$ cat config.mk
export PLATFORM = sky130hd
export DESIGN_NAME = control_sequencer
export DESIGN_NICKNAME = d
export VERILOG_FILES = /design/src/rtl/control_sequencer_pkg.sv /design/src/rtl/control_sequencer_wait.sv /design/src/rtl/control_sequencer.sv
export SDC_FILE = /design/constraint.sdc
export NUM_CORES = 1
export LEC_CHECK = 0
export ABC_CLOCK_PERIOD_IN_PS = 2300
export CAP_MARGIN = 30
export CELL_PAD_IN_SITES_DETAIL_PLACEMENT = 0
export CELL_PAD_IN_SITES_GLOBAL_PLACEMENT = 1
export CORE_MARGIN = 1.5
export CORE_UTILIZATION = 42
export DETAILED_ROUTE_END_ITERATION = 16
export PLACE_DENSITY = 0.87
export SYNTH_ARGS = -nofsm -noshare
export SYNTH_HDL_FRONTEND = slang
export SYNTH_SLANG_ARGS = --single-unit
$ cat constraint.sdc
create_clock -name clk -period 2.3 [get_ports clk]
set_input_delay 0.46 -clock clk [delete_from_list [all_inputs] [get_ports clk]]
set_output_delay 0.46 -clock clk [all_outputs]
set_load 0.05 [all_outputs]
$ cat src/rtl/control_sequencer_pkg.sv
`default_nettype none
// ============================================================================
// Module      : control_sequencer_pkg
// Description : Shared types and constants for the control sequencer:
//               FSM state encoding, opcode values, opcode class decode and
//               the default memory wait limit.
// Revision    : 1.0 - initial release
// ============================================================================
package control_sequencer_pkg;

   // Default number of cycles to wait for mem_ready before declaring a fault
   localparam int c_MEM_TIMEOUT_DEFAULT = 15;

   // Width of the memory wait counter (covers the full 1..255 timeout range)
   localparam int c_WAIT_W = 8;

   // FSM states; encoding is visible on the debug state port
   typedef enum logic [2:0] {
      ST_IDLE   = 3'd0,
      ST_FETCH  = 3'd1,
      ST_DECODE = 3'd2,
      ST_EXEC   = 3'd3,
      ST_MEM    = 3'd4,
      ST_WB     = 3'd5,
      ST_HALT   = 3'd6
   } state_t;

   // Opcode values with a dedicated behaviour
   localparam logic [3:0] c_OP_HALT   = 4'h0;
   localparam logic [3:0] c_OP_JUMP   = 4'h5;
   localparam logic [3:0] c_OP_BRANCH = 4'h6;
   localparam logic [3:0] c_OP_LOAD   = 4'h7;
   localparam logic [3:0] c_OP_STORE  = 4'h8;

   // Instruction classes that steer the EXEC/MEM sequencing
   typedef enum logic [2:0] {
      CL_HALT   = 3'd0,
      CL_ALU    = 3'd1,
      CL_JUMP   = 3'd2,
      CL_BRANCH = 3'd3,
      CL_LOAD   = 3'd4,
      CL_STORE  = 3'd5,
      CL_NOP    = 3'd6
   } op_class_t;

   // Map a 4-bit opcode onto its class; 0x1-0x4 are ALU, 0x9-0xF are NOP
   function automatic op_class_t op_class(input logic [3:0] op);
      op_class_t cls;
      case (op)
         c_OP_HALT:                cls = CL_HALT;
         4'h1, 4'h2, 4'h3, 4'h4:   cls = CL_ALU;
         c_OP_JUMP:                cls = CL_JUMP;
         c_OP_BRANCH:              cls = CL_BRANCH;
         c_OP_LOAD:                cls = CL_LOAD;
         c_OP_STORE:               cls = CL_STORE;
         default:                  cls = CL_NOP;
      endcase
      return cls;
   endfunction

endpackage : control_sequencer_pkg
`default_nettype wire

$ cat src/rtl/control_sequencer_wait.sv
`default_nettype none
// ============================================================================
// Module      : mem_wait_timer
// Description : Counts memory wait cycles (mem_ready low during an access)
//               and flags the cycle in which the count reaches MEM_TIMEOUT.
// Revision    : 1.0 - initial release
// ============================================================================
module mem_wait_timer
   import control_sequencer_pkg::*;
#(
   parameter int MEM_TIMEOUT = c_MEM_TIMEOUT_DEFAULT
) (
   input  logic clk,
   input  logic reset,
   input  logic clear,
   input  logic count,
   output logic expired
);

   // Value held by the counter during the final permitted wait cycle
   localparam logic [c_WAIT_W-1:0] c_LAST = c_WAIT_W'(MEM_TIMEOUT - 1);

   logic [c_WAIT_W-1:0] r_cnt;

   // Wait counter: clear has priority so a new access always starts at zero
   always_ff @(posedge clk or posedge reset) begin
      if (reset) begin
         r_cnt <= '0;
      end else if (clear) begin
         r_cnt <= '0;
      end else if (count) begin
         r_cnt <= r_cnt + 8'd1;
      end
   end

   // Expires in the wait cycle that brings the total up to MEM_TIMEOUT
   assign expired = count && (r_cnt == c_LAST);

endmodule : mem_wait_timer
`default_nettype wire

$ cat src/rtl/control_sequencer.sv
`default_nettype none
// ============================================================================
// Module      : control_sequencer
// Description : Multi-cycle instruction control FSM. Sequences fetch,
//               decode, execute, memory and write-back, issues the
//               datapath strobes, counts retired instructions and halts
//               with a sticky fault on a memory timeout.
// Revision    : 1.0 - initial release
// ============================================================================
module control_sequencer
   import control_sequencer_pkg::*;
#(
   parameter int MEM_TIMEOUT = c_MEM_TIMEOUT_DEFAULT
) (
   input  logic       clk,
   input  logic       reset,
   input  logic       start,
   input  logic [3:0] op_code,
   input  logic       mem_ready,
   output logic       mem_req,
   output logic       mem_we,
   output logic       ir_we,
   output logic       pc_we,
   output logic       reg_we,
   output logic [2:0] state,
   output logic       halted,
   output logic       fault,
   output logic [7:0] retired
);

   state_t     r_state;
   state_t     w_next;
   logic [3:0] r_op;
   op_class_t  w_cls;
   logic       w_in_access;
   logic       w_wait_clear;
   logic       w_wait_count;
   logic       w_expired;
   logic [7:0] r_retired;
   logic       r_fault;

   assign w_cls        = op_class(r_op);
   assign w_in_access  = (r_state == ST_FETCH) || (r_state == ST_MEM);
   assign w_wait_count = w_in_access && !mem_ready;
   // Any state change clears the counter, so every FETCH/MEM entry starts fresh
   assign w_wait_clear = (w_next != r_state);

   mem_wait_timer #(
      .MEM_TIMEOUT (MEM_TIMEOUT)
   ) u_wait (
      .clk     (clk),
      .reset   (reset),
      .clear   (w_wait_clear),
      .count   (w_wait_count),
      .expired (w_expired)
   );

   // Next-state and strobe decode from current state, latched opcode and mem_ready
   always_comb begin
      w_next  = r_state;
      mem_req = 1'b0;
      mem_we  = 1'b0;
      ir_we   = 1'b0;
      pc_we   = 1'b0;
      reg_we  = 1'b0;
      halted  = 1'b0;
      case (r_state)
         ST_IDLE: begin
            if (start) w_next = ST_FETCH;
         end
         ST_FETCH: begin
            mem_req = 1'b1;
            if (mem_ready) begin
               ir_we  = 1'b1;
               w_next = ST_DECODE;
            end else if (w_expired) begin
               w_next = ST_HALT;
            end
         end
         ST_DECODE: begin
            w_next = ST_EXEC;
         end
         ST_EXEC: begin
            case (w_cls)
               CL_ALU:             w_next = ST_WB;
               CL_LOAD, CL_STORE:  w_next = ST_MEM;
               CL_HALT:            w_next = ST_HALT;
               default: begin
                  pc_we  = 1'b1;
                  w_next = ST_FETCH;
               end
            endcase
         end
         ST_MEM: begin
            mem_req = 1'b1;
            mem_we  = (w_cls == CL_STORE);
            if (mem_ready) begin
               if (w_cls == CL_STORE) begin
                  pc_we  = 1'b1;
                  w_next = ST_FETCH;
               end else begin
                  w_next = ST_WB;
               end
            end else if (w_expired) begin
               w_next = ST_HALT;
            end
         end
         ST_WB: begin
            reg_we = 1'b1;
            pc_we  = 1'b1;
            w_next = ST_FETCH;
         end
         ST_HALT: begin
            halted = 1'b1;
            if (start) w_next = ST_FETCH;
         end
         default: begin
            w_next = ST_IDLE;
         end
      endcase
   end

   // State register; opcode is captured only at the end of DECODE
   always_ff @(posedge clk or posedge reset) begin
      if (reset) begin
         r_state <= ST_IDLE;
         r_op    <= 4'h0;
      end else begin
         r_state <= w_next;
         if (r_state == ST_DECODE) r_op <= op_code;
      end
   end

   // Retired-instruction counter, one per PC update, wraps naturally at 8 bits
   always_ff @(posedge clk or posedge reset) begin
      if (reset) begin
         r_retired <= 8'd0;
      end else if (pc_we) begin
         r_retired <= r_retired + 8'd1;
      end
   end

   // Sticky timeout fault, cleared when restarting out of HALT
   always_ff @(posedge clk or posedge reset) begin
      if (reset) begin
         r_fault <= 1'b0;
      end else if (w_expired) begin
         r_fault <= 1'b1;
      end else if ((r_state == ST_HALT) && start) begin
         r_fault <= 1'b0;
      end
   end

   assign state   = r_state;
   assign fault   = r_fault;
   assign retired = r_retired;

endmodule : control_sequencer
`default_nettype wire

==> run metrics <==
Starting Density=43.4%; Area growth syn-to-layout=27.1%; Multi-input gate area=1030 µm²; Worst Tran Pin Value=0.502 ns; hold slack=0.483 ns; #FFs+latches synth=24; endpoint type of the worst setup path=primary output; Power Density=1420 nW/µm²; max-slew violation count=0; drt drc=0; Iter 0 DRT Violations=92; P_leak=0.911 nW; clock root cell=clkbuf_8; first-pass GRT wire length=5.83 mm; syn avg cell area=10.6 µm²; setup TNS=0 ns; largest net degree at the start of global routing=25; critical path class=reg -> out; post-route minimum period=2.22 ns; Slew HR=66.5%; final wirelength=3.59 mm; MaxCap Viol Count=0; site row count=23; clock sink count=24; gpl congestion=0.873; Setup crit start kind=flip-flop; Synth area leaders=dfrtp_1 35%, xnor2_1 4.6%, ha_1 3.6%, xor2_1 3.6%, and4bb_2 2.9%; top cells by instance count after synthesis=24 x dfrtp_1, 10 x inv_1, 10 x nor3_1; endpoints failing setup=0; Worst Path Arrival=1.76 ns; clock skew=0.00421 ns; vias in the first global route=1248; Peak Freq=451 MHz; Yosys top cell by area=dfrtp_1; Core Footprint=3970 µm²; antenna viol nets, final=0; post-route cell area=2190 µm²; HPWL Detailed=2.65 mm; gr ovfl total=0; Seq. cell area=601 µm²; Peak VDD IR=0.000749 V; Yosys cell types=58; endpoints failing hold=0; # fillers=336; share of layout cells above drive strength 1=26.8%; period utilization=96.4%; Pre-Repair DR Iteration Count=4; synthesized area=1720 µm²; Crit Path Max Fanout=6; I/O pins=26; net count after synthesis=175; clk buf depth=2; CTS tree=built; nets@finish=208; drt wl/cell=14.7 µm; DRT met1 WL=1.68 mm; ant diodes=0; CTS buffer count=3; # port buffers=25; die area=4500 µm²; Seq/Total Area, Yosys=34.8%; cell count after synthesis=162; initial antenna violation count=0; Total GRT Usage=16.8%; top sig layer=met4; Die W=67.1 µm; Via-to-Cell Ratio=5.63; status=complete, no violations; Synth Flop Type=dfrtp_1; met2 wire length=1.75 mm; DP Area=2090 µm²; CP required=1.84 ns; routed wl met3=144 µm; clock slew at reported path FFs=0.09 ns; die height=67.1 µm; EDFF count, synth=0; top cell type's share of synthesized area=34.8%; Power Total=3.11 mW; Yosys Warn Count=0; H-Tree Depth=1; ys async rst share=100%; Hold WC Path Type=reg -> reg; top-count cell post-synth=dfrtp_1; worst skew pair latency=0.27 ns; vias post-DR=1374; RSZ-0062 raised after global routing=no
[cell families (layout without fill, tap and decap cells)]
| logic type | Yosys count | in the layout | synth area share [%] |
|---|---|---|---|
| AOI/OAI and AO/OA | 27 | 27 | 15.6 |
| buffers and inverters | 19 | 51 | 6.82 |
| and+or+nand+nor | 65 | 65 | 25.9 |
| xor gates and xnor gates | 17 | 17 | 9.72 |
| adders and majority gates | 5 | 5 | 3.63 |
| muxes | 5 | 5 | 3.48 |
| DFF | 24 | 24 | 34.8 |
[where the power goes]
group / total (mW) / internal [mW] / switching (mW)
Clock: 0.377 / 0.233 / 0.145
Sequential: 0.760 / 0.545 / 0.216
Combinational: 1.97 / 0.868 / 1.10
Total: 3.11 / 1.65 / 1.46
[critical path: stages (launching register included)]
cell,delay (ns)
dfrtp_1,0.41
inv_1,0.10
ha_4,0.22
o21a_1,0.19
o311ai_4,0.29
nand2_4,0.10
buf_6,0.17
[timing repair]
action	4_1_cts	5_1_grt
hold buffers	0	0
buffers inserted	1	0
resized for setup	2	2
pin swaps	2	1
setup endpoints to repair	2	1
[metal layers]
layer	up-vias	GRT usage (%)
met5	-	0
met4	0	4.59
met3	2	1.52
met2	45	28.7
met1	673	22.4
li1	654	-
[flip-flops by register name, indices dropped and copies added (netlist names)]
signal,count
fault,1
r_op,4
state,3
retired,8
u_wait.r_cnt,8
[placed cells by master, fill, tap and decap left out, types with 5 or more instances in the layout]
cell             count
nand2_1              6
inv_1                9
nor2_1               8
clkdlybuf4s50_1     16
buf_4               15
xnor2_1              9
xor2_1               7
nor3_1               9
dfrtp_1             24
nand3_1              5
buf_12               5
[cell type report]
class | instances | share of cell area, %
flip-flops and latches | 24 | 27.4
clock buffers | 3 | 1.88
multi-input cells | 119 | 47.2
inverters | 10 | 1.71
repair buffers | 37 | 17.5
clock inverters | 1 | 1.37
well taps | 50 | 2.86
[stage by stage]
stage	std cells	util (%)	worst slack, ns
after floorplan	162	-	-0.0463
after global placement	239	52.7	0.120
after detailed placement	239	52.7	0.0689
after CTS	244	55.0	0.00322
after global routing	244	55.2	0.00910
final	244	55.2	0.0837
[worst paths after layout]
kind / startpoint / slack [ns] / end / depth (start not counted)
setup / recovery: r_op[1]$_DFFE_PP0P_ / 0.08 / pc_we / 6
hold / removal: retired[7]$_DFFE_PP0P_ / 0.48 / retired[7]$_DFFE_PP0P_ / 1
setup reg to reg: r_op[1]$_DFFE_PP0P_ / 0.32 / u_wait.r_cnt[1]$_DFFE_PP0P_ / 7
hold reg to reg: retired[7]$_DFFE_PP0P_ / 0.48 / retired[7]$_DFFE_PP0P_ / 1
max in group asynchronous: reset / 1.53 / r_op[0]$_DFFE_PP0P_ / 3
min in group asynchronous: reset / 0.53 / retired[0]$_DFFE_PP0P_ / 3
No activity file was read; power rests on OpenSTA's default activity.
